$ cat src/rtl/alu_arb_pkg.sv
// Shared definitions for the round-robin ALU arbiter: opcodes, FSM encoding
// and the 5-bit ALU evaluation helper used by the datapath.
package alu_arb_pkg;

    localparam logic [2:0] OP_ADD = 3'd0;
    localparam logic [2:0] OP_SUB = 3'd1;
    localparam logic [2:0] OP_AND = 3'd2;
    localparam logic [2:0] OP_OR  = 3'd3;
    localparam logic [2:0] OP_XOR = 3'd4;

    typedef enum logic [1:0] {
        ST_IDLE = 2'd0,
        ST_EXEC = 2'd1,
        ST_RESP = 2'd2
    } state_t;

    // Returns {carry, result}; unused opcodes answer with all zeros.
    function automatic logic [4:0] alu_eval(input logic [3:0] a,
                                            input logic [3:0] b,
                                            input logic [2:0] sel);
        logic [4:0] res;
        res = 5'd0;
        case (sel)
            OP_ADD:  res = {1'b0, a} + {1'b0, b};
            OP_SUB:  res = {1'b0, a} - {1'b0, b};
            OP_AND:  res = {1'b0, a & b};
            OP_OR:   res = {1'b0, a | b};
            OP_XOR:  res = {1'b0, a ^ b};
            default: res = 5'd0;
        endcase
        return res;
    endfunction

endpackage

$ cat src/rtl/alu_4bit.sv
// Combinational 4-bit ALU shared by all requesters of the arbiter.
module alu_4bit (
    input  logic [3:0] a,
    input  logic [3:0] b,
    input  logic [2:0] sel,
    output logic [3:0] out,
    output logic       carry
);
    import alu_arb_pkg::*;

    logic [4:0] res_s;

    // Evaluate the selected operation.
    always_comb begin
        res_s = alu_eval(a, b, sel);
    end

    assign out   = res_s[3:0];
    assign carry = res_s[4];

endmodule

$ cat src/rtl/alu_4bit_rr_pick.sv
// Combinational round-robin picker: first set bit of req at or after rr_ptr.
module alu_4bit_rr_pick #(
    parameter int N_REQ = 4,
    parameter int ID_W  = 2
) (
    input  logic [N_REQ-1:0] req,
    input  logic [ID_W-1:0]  rr_ptr,
    output logic [ID_W-1:0]  grant_idx,
    output logic             any_grant
);
    logic [N_REQ-1:0] rot_s;
    logic [ID_W-1:0]  off_s;
    logic [ID_W:0]    sum_s;

    // Rotate so that bit k of rot_s is requester (rr_ptr + k) mod N_REQ.
    assign rot_s = N_REQ'({req, req} >> rr_ptr);

    // Lowest set offset wins; the offset is then mapped back to an index.
    always_comb begin
        off_s = '0;
        for (int k = N_REQ - 1; k >= 0; k--) begin
            off_s = rot_s[k] ? ID_W'(k) : off_s;
        end
        sum_s     = {1'b0, rr_ptr} + {1'b0, off_s};
        grant_idx = (sum_s >= (ID_W+1)'(N_REQ)) ? ID_W'(sum_s - (ID_W+1)'(N_REQ))
                                                : sum_s[ID_W-1:0];
    end

    assign any_grant = |req;

endmodule

$ cat src/rtl/alu_4bit_arbiter.sv
// Round-robin arbiter sharing one alu_4bit among N_REQ requesters.
// Optional rsp_zero output enabled by defining ALU_ARB_ZERO_FLAG_EN.
module alu_4bit_arbiter
    import alu_arb_pkg::*;
#(
    parameter int N_REQ = 4,
    parameter int ID_W  = 2
) (
    input  logic                 clk,
    input  logic                 rst_n,
    input  logic [N_REQ-1:0]     req_valid,
    output logic [N_REQ-1:0]     req_ready,
    input  logic [4*N_REQ-1:0]   req_a,
    input  logic [4*N_REQ-1:0]   req_b,
    input  logic [3*N_REQ-1:0]   req_sel,
    output logic                 rsp_valid,
    input  logic                 rsp_ready,
    output logic [ID_W-1:0]      rsp_id,
    output logic [3:0]           rsp_result,
    output logic                 rsp_carry
`ifdef ALU_ARB_ZERO_FLAG_EN
    ,
    output logic                 rsp_zero
`endif
);
    state_t          state_r, state_nx_s;
    logic [ID_W-1:0] rr_ptr_r, grant_idx_s, id_r;
    logic            any_grant_s, grant_en_s;
    logic [3:0]      a_r, b_r, mux_a_s, mux_b_s, alu_out_s;
    logic [2:0]      sel_r, mux_sel_s;
    logic            alu_carry_s;
    logic            rsp_valid_r, rsp_carry_r;
    logic [ID_W-1:0] rsp_id_r;
    logic [3:0]      rsp_result_r;

    alu_4bit_rr_pick #(.N_REQ(N_REQ), .ID_W(ID_W)) u_pick (
        .req       (req_valid),
        .rr_ptr    (rr_ptr_r),
        .grant_idx (grant_idx_s),
        .any_grant (any_grant_s)
    );

    alu_4bit u_alu (
        .a     (a_r),
        .b     (b_r),
        .sel   (sel_r),
        .out   (alu_out_s),
        .carry (alu_carry_s)
    );

    // Select the granted requester's operands.
    always_comb begin
        mux_a_s   = 4'd0;
        mux_b_s   = 4'd0;
        mux_sel_s = 3'd0;
        for (int i = 0; i < N_REQ; i++) begin
            mux_a_s   = (grant_idx_s == ID_W'(i)) ? req_a[4*i +: 4]   : mux_a_s;
            mux_b_s   = (grant_idx_s == ID_W'(i)) ? req_b[4*i +: 4]   : mux_b_s;
            mux_sel_s = (grant_idx_s == ID_W'(i)) ? req_sel[3*i +: 3] : mux_sel_s;
        end
    end

    // Next-state and grant logic; req_ready is gated by reset so nothing is accepted in reset.
    always_comb begin
        state_nx_s = state_r;
        req_ready  = '0;
        grant_en_s = 1'b0;
        case (state_r)
            ST_IDLE: begin
                if (any_grant_s && rst_n) begin
                    req_ready  = {{(N_REQ-1){1'b0}}, 1'b1} << grant_idx_s;
                    grant_en_s = 1'b1;
                    state_nx_s = ST_EXEC;
                end else begin
                    state_nx_s = ST_IDLE;
                end
            end
            ST_EXEC: state_nx_s = ST_RESP;
            ST_RESP: begin
                if (rsp_ready) begin
                    state_nx_s = ST_IDLE;
                end else begin
                    state_nx_s = ST_RESP;
                end
            end
            default: state_nx_s = ST_IDLE;
        endcase
    end

    // State, operand latch, round-robin pointer and response registers.
    always_ff @(posedge clk or negedge rst_n) begin
        if (!rst_n) begin
            state_r      <= ST_IDLE;
            rr_ptr_r     <= '0;
            a_r          <= 4'd0;
            b_r          <= 4'd0;
            sel_r        <= 3'd0;
            id_r         <= '0;
            rsp_valid_r  <= 1'b0;
            rsp_id_r     <= '0;
            rsp_result_r <= 4'd0;
            rsp_carry_r  <= 1'b0;
        end else begin
            state_r <= state_nx_s;
            if (grant_en_s) begin
                a_r      <= mux_a_s;
                b_r      <= mux_b_s;
                sel_r    <= mux_sel_s;
                id_r     <= grant_idx_s;
                rr_ptr_r <= (grant_idx_s == ID_W'(N_REQ - 1)) ? '0 : grant_idx_s + ID_W'(1);
            end
            if (state_r == ST_EXEC) begin
                rsp_valid_r  <= 1'b1;
                rsp_id_r     <= id_r;
                rsp_result_r <= alu_out_s;
                rsp_carry_r  <= alu_carry_s;
            end else if ((state_r == ST_RESP) && rsp_ready) begin
                rsp_valid_r <= 1'b0;
            end
        end
    end

`ifdef ALU_ARB_ZERO_FLAG_EN
    logic rsp_zero_r;

    // Zero flag captured together with the result.
    always_ff @(posedge clk or negedge rst_n) begin
        if (!rst_n) begin
            rsp_zero_r <= 1'b0;
        end else if (state_r == ST_EXEC) begin
            rsp_zero_r <= (alu_out_s == 4'd0);
        end
    end

    assign rsp_zero = rsp_zero_r;
`endif

    assign rsp_valid  = rsp_valid_r;
    assign rsp_id     = rsp_id_r;
    assign rsp_result = rsp_result_r;
    assign rsp_carry  = rsp_carry_r;

endmodule

$ cat config.mk
export PLATFORM = sky130hd
export DESIGN_NAME = alu_4bit_arbiter
export DESIGN_NICKNAME = d
export VERILOG_FILES = /design/src/rtl/alu_arb_pkg.sv /design/src/rtl/alu_4bit.sv /design/src/rtl/alu_4bit_rr_pick.sv /design/src/rtl/alu_4bit_arbiter.sv
export SDC_FILE = /design/constraint.sdc
export NUM_CORES = 1
export LEC_CHECK = 0
export CAP_MARGIN = 25
export CORE_UTILIZATION = 48
export CTS_BUF_LIST = sky130_fd_sc_hd__clkbuf_2 sky130_fd_sc_hd__clkbuf_4 sky130_fd_sc_hd__clkbuf_8
export DETAILED_ROUTE_END_ITERATION = 7
export PLACE_DENSITY = 0.83
export RECOVER_POWER = 100
export SLEW_MARGIN = 20
export SYNTH_ARGS = -nofsm -noshare
export SYNTH_HDL_FRONTEND = slang
export SYNTH_SLANG_ARGS = --single-unit
$ cat constraint.sdc
create_clock -name clk -period 4.9 [get_ports clk]
set_input_delay 1.225 -clock clk [delete_from_list [all_inputs] [get_ports clk]]
set_output_delay 1.225 -clock clk [all_outputs]
set_load 0.005 [all_outputs]
==> summary.md <==
| Metric | Value |
|---|---|
| Layout Nets | 359 |
| Hold Path Class | flip-flop to flip-flop |
| Post-Syn Nets | 292 |
| Hpwl dp | 3428 µm |
| Worst flop-to-flop path startpoint | rr_ptr_r[1] |
| Power Total | 1971 µW |
| Area grow syn2layout | 39.03% |
| Final ANT Viol Nets | 0 |
| Fraction of layout cells with a size suffix above 1 | 0.08333 |
| Worst slew margin | 0.1501 |
| Worst R2R Setup Slack | 1.21 ns |
| Total number of vias | 1812 |
| Fin. Hold Viols | 0 |
| Detailed Route WL | 4524 µm |
| Largest net degree at the start of global routing | 28 |
| Final cell utilization of the core | 0.7127 |
| Final min period | 4.814 ns |
| Buffers on Ports | 62 |
| Period utilization | 0.9825 |
| Least-Margin Pin Slew | 1.275 ns |
| Critical path class | input pin to output pin |
| Area leader, netlist | dfrtp_1 |
| Gate Count Post-Synth | 222 |
| Die area | 0.004285 mm² |
| Overall Global Routing Usage | 0.2373 |
| Seq/Total Area, Yosys | 0.3236 |
| Initial Util | 0.5126 |
| Num ports | 63 |
| Row count | 22 |
| Final setup vio count | 0 |
| Top-area cell type share of the netlist area | 0.3236 |
| Ant diodes | 0 |
| DRC | 0 |
| Final instance area | 0.002688 mm² |
| Std-Cell Core Area | 0.003771 mm² |
| Maximum VDD drop | 515.8 µV |
| Mean post-synth cell area | 8.708 µm² |
| Area contributors post-synth | dfrtp_1, ha_1, a21oi_1, a221oi_1, nor2b_1 |
| Number of vias per cell | 5.393 |
| Post-synthesis cell area | 0.001933 mm² |
| GP Congestion | 0.8132 |
| Max-cap violations | 0 |
| Fillers | 281 |
| TritonCTS Buffers | 3 |
| F_max | 0.2077 GHz |
| Status | completed |
| Min-delay src | rsp_result[0] |
| Num Clock Sinks | 25 |
| First-pass GRT wire length | 7838 µm |
| Grt ovf | 0 |
| H-tree depth | 1 |
| Power per cell area | 733.4 mW/mm² |
| Initial antenna violation count | 0 |
| Routed wire per std cell | 13.46 µm |
| CTS tree | built |
| First-pass iteration count of the detailed router | 4 |
| Critical path peak fanout | 4 |
| 1st-iter DRT viols | 41 |
| Die H | 65.46 µm |
| Synthesized flop and latch total | 25 |
| Startpoint Class | input pin |
| Leakage power | 0.001183 µW |
| Critical Path RT | 3.67 ns |
| Worst skew pair latency | 0.27 ns |
| Max-slew violations | 0 |
| Vias in the first global route | 1762 |
| Clk buf depth | 2 |
| Root Driver | clkbuf_8 |
| Reg clk slew, reported paths | 0.08 ns |
| Setup crit start | req_valid[2] |
| RSZ-0062 raised after global routing | no |
| Endpoint class of the critical path | output pin |
| Placed Area | 0.002635 mm² |
| Crit path DAT | 3.59 ns |
| Cell variety after synth | 42 |
| YS warnings | 0 |
| Die Wd | 65.46 µm |
| Clock Skews | 0.003968 ns |
-- stage by stage --
stage	std cells	TNS (ns)	hold WS (ns)	worst slack, ns
2_1_floorplan	222	0	0.4718	0.5086
3_3_place_gp	329	-0.4853	0.4633	-0.1535
3_5_place_dp	329	-0.9150	0.4739	-0.2614
4_1_cts	335	0	0.4940	0.1695
5_1_grt	336	0	0.5038	0.01782
6_report	336	0	0.4794	0.08561
-- synth_stat cells, drive strengths merged --
library cell and count:
a211oi 4, a21o 2, a21oi 30, a221o 1, a221oi 11, a22o 1
a22oi 1, a2bb2oi 1, a31oi 1, and2 4, and3b 1, buf 4
clkbuf 9, dfrtp 25, fa 1, ha 18, inv 15, mux2 5
mux2i 4, nand2 7, nand2b 3, nand3b 1, nor2 21, nor2b 14
nor3 12, nor3b 3, nor4 1, nor4b 1, o211ai 1, o21ai 7
o22a 1, o311a 1, o31a 1, o31ai 2, or3 1, xnor2 5
xor2 2
-- state kept, by name, indices dropped and copies added (netlist names), 2 cells and up --
name / cells
rr_ptr_r: 2
id_r: 2
rsp_id: 2
rsp_result: 4
a_r: 4
b_r: 4
sel_r: 3
state_r: 2
-- layout by cell type, fill, tap and decap left out, types with 5 or more instances in the layout --
cell type	count
nor2b_1	14
a21oi_1	30
clkbuf_1	5
mux2_2	5
nor3_1	12
dlygate4sd2_1	6
dfrtp_1	25
clkdlybuf4s50_1	46
nand2_1	7
ha_1	15
inv_1	14
o21ai_0	6
nor2_1	21
buf_4	5
a221oi_1	11
dlygate4sd3_1	10
-- worst max-delay path, stage by stage --
cell	delay, ns
clkdlybuf4s50_1	0.52
a2bb2oi_1	0.09
o211ai_1	0.19
o31a_1	0.18
ha_2	0.19
xnor2_2	0.08
xnor2_2	0.26
inv_1	0.10
clkbuf_4	0.14
ha_1	0.21
and2_0	0.14
dlygate4sd2_1	0.26
-- layer usage --
layer,wire [µm],track usage,up-vias
met2,2124,0.4059,67
met4,51,0.06793,0
met5,0,0,-
li1,-,-,927
met1,2017,0.2992,813
met3,330,0.05035,5
-- cell families after synthesis --
logic type,count (synthesis),share of synthesized area
xor+xnor,7,0.03172
mux,9,0.04984
simple gates,69,0.1877
fa+ha+maj,19,0.1269
flops,25,0.3236
buf+inv,28,0.06148
compound gates,65,0.2188
-- cell type report --
| class | instances | area, µm² | share of cell area |
|---|---|---|---|
| multi-input cells | 169 | 1205 | 0.4483 |
| repair buffers | 75 | 691.9 | 0.2574 |
| flip-flops and latches | 25 | 625.6 | 0.2328 |
| well taps | 48 | 60.06 | 0.02235 |
| inverters | 15 | 56.30 | 0.02095 |
| clock buffers | 4 | 48.80 | 0.01816 |
-- power breakdown --
part	switching (µW)	total (µW)	internal, µW	leakage [µW]
logic	716	1410	694	0.000858
registers	125	434	308	0.000299
clock network	63.7	127	63.8	0.0000262
-- path summary, 6_finish.rpt --
path                            endpoint  cells past startpoint
max in group asynchronous      rsp_id[0]                      2
min reg2reg                rsp_result[0]                      2
min                        rsp_result[0]                      2
min in group asynchronous  rsp_result[1]                      2
max reg2reg                       a_r[1]                     17
max                         req_ready[1]                     12
-- repair_timing --
action | CTS | global route
setup endpoints to repair | 4 | 1
gates resized for setup | 13 | 0
pin swaps | 3 | 1
hold buffers | 0 | 0
cloned | 0 | 0
setup buffers | 2 | 1
Power figures use the tool's default switching activity.
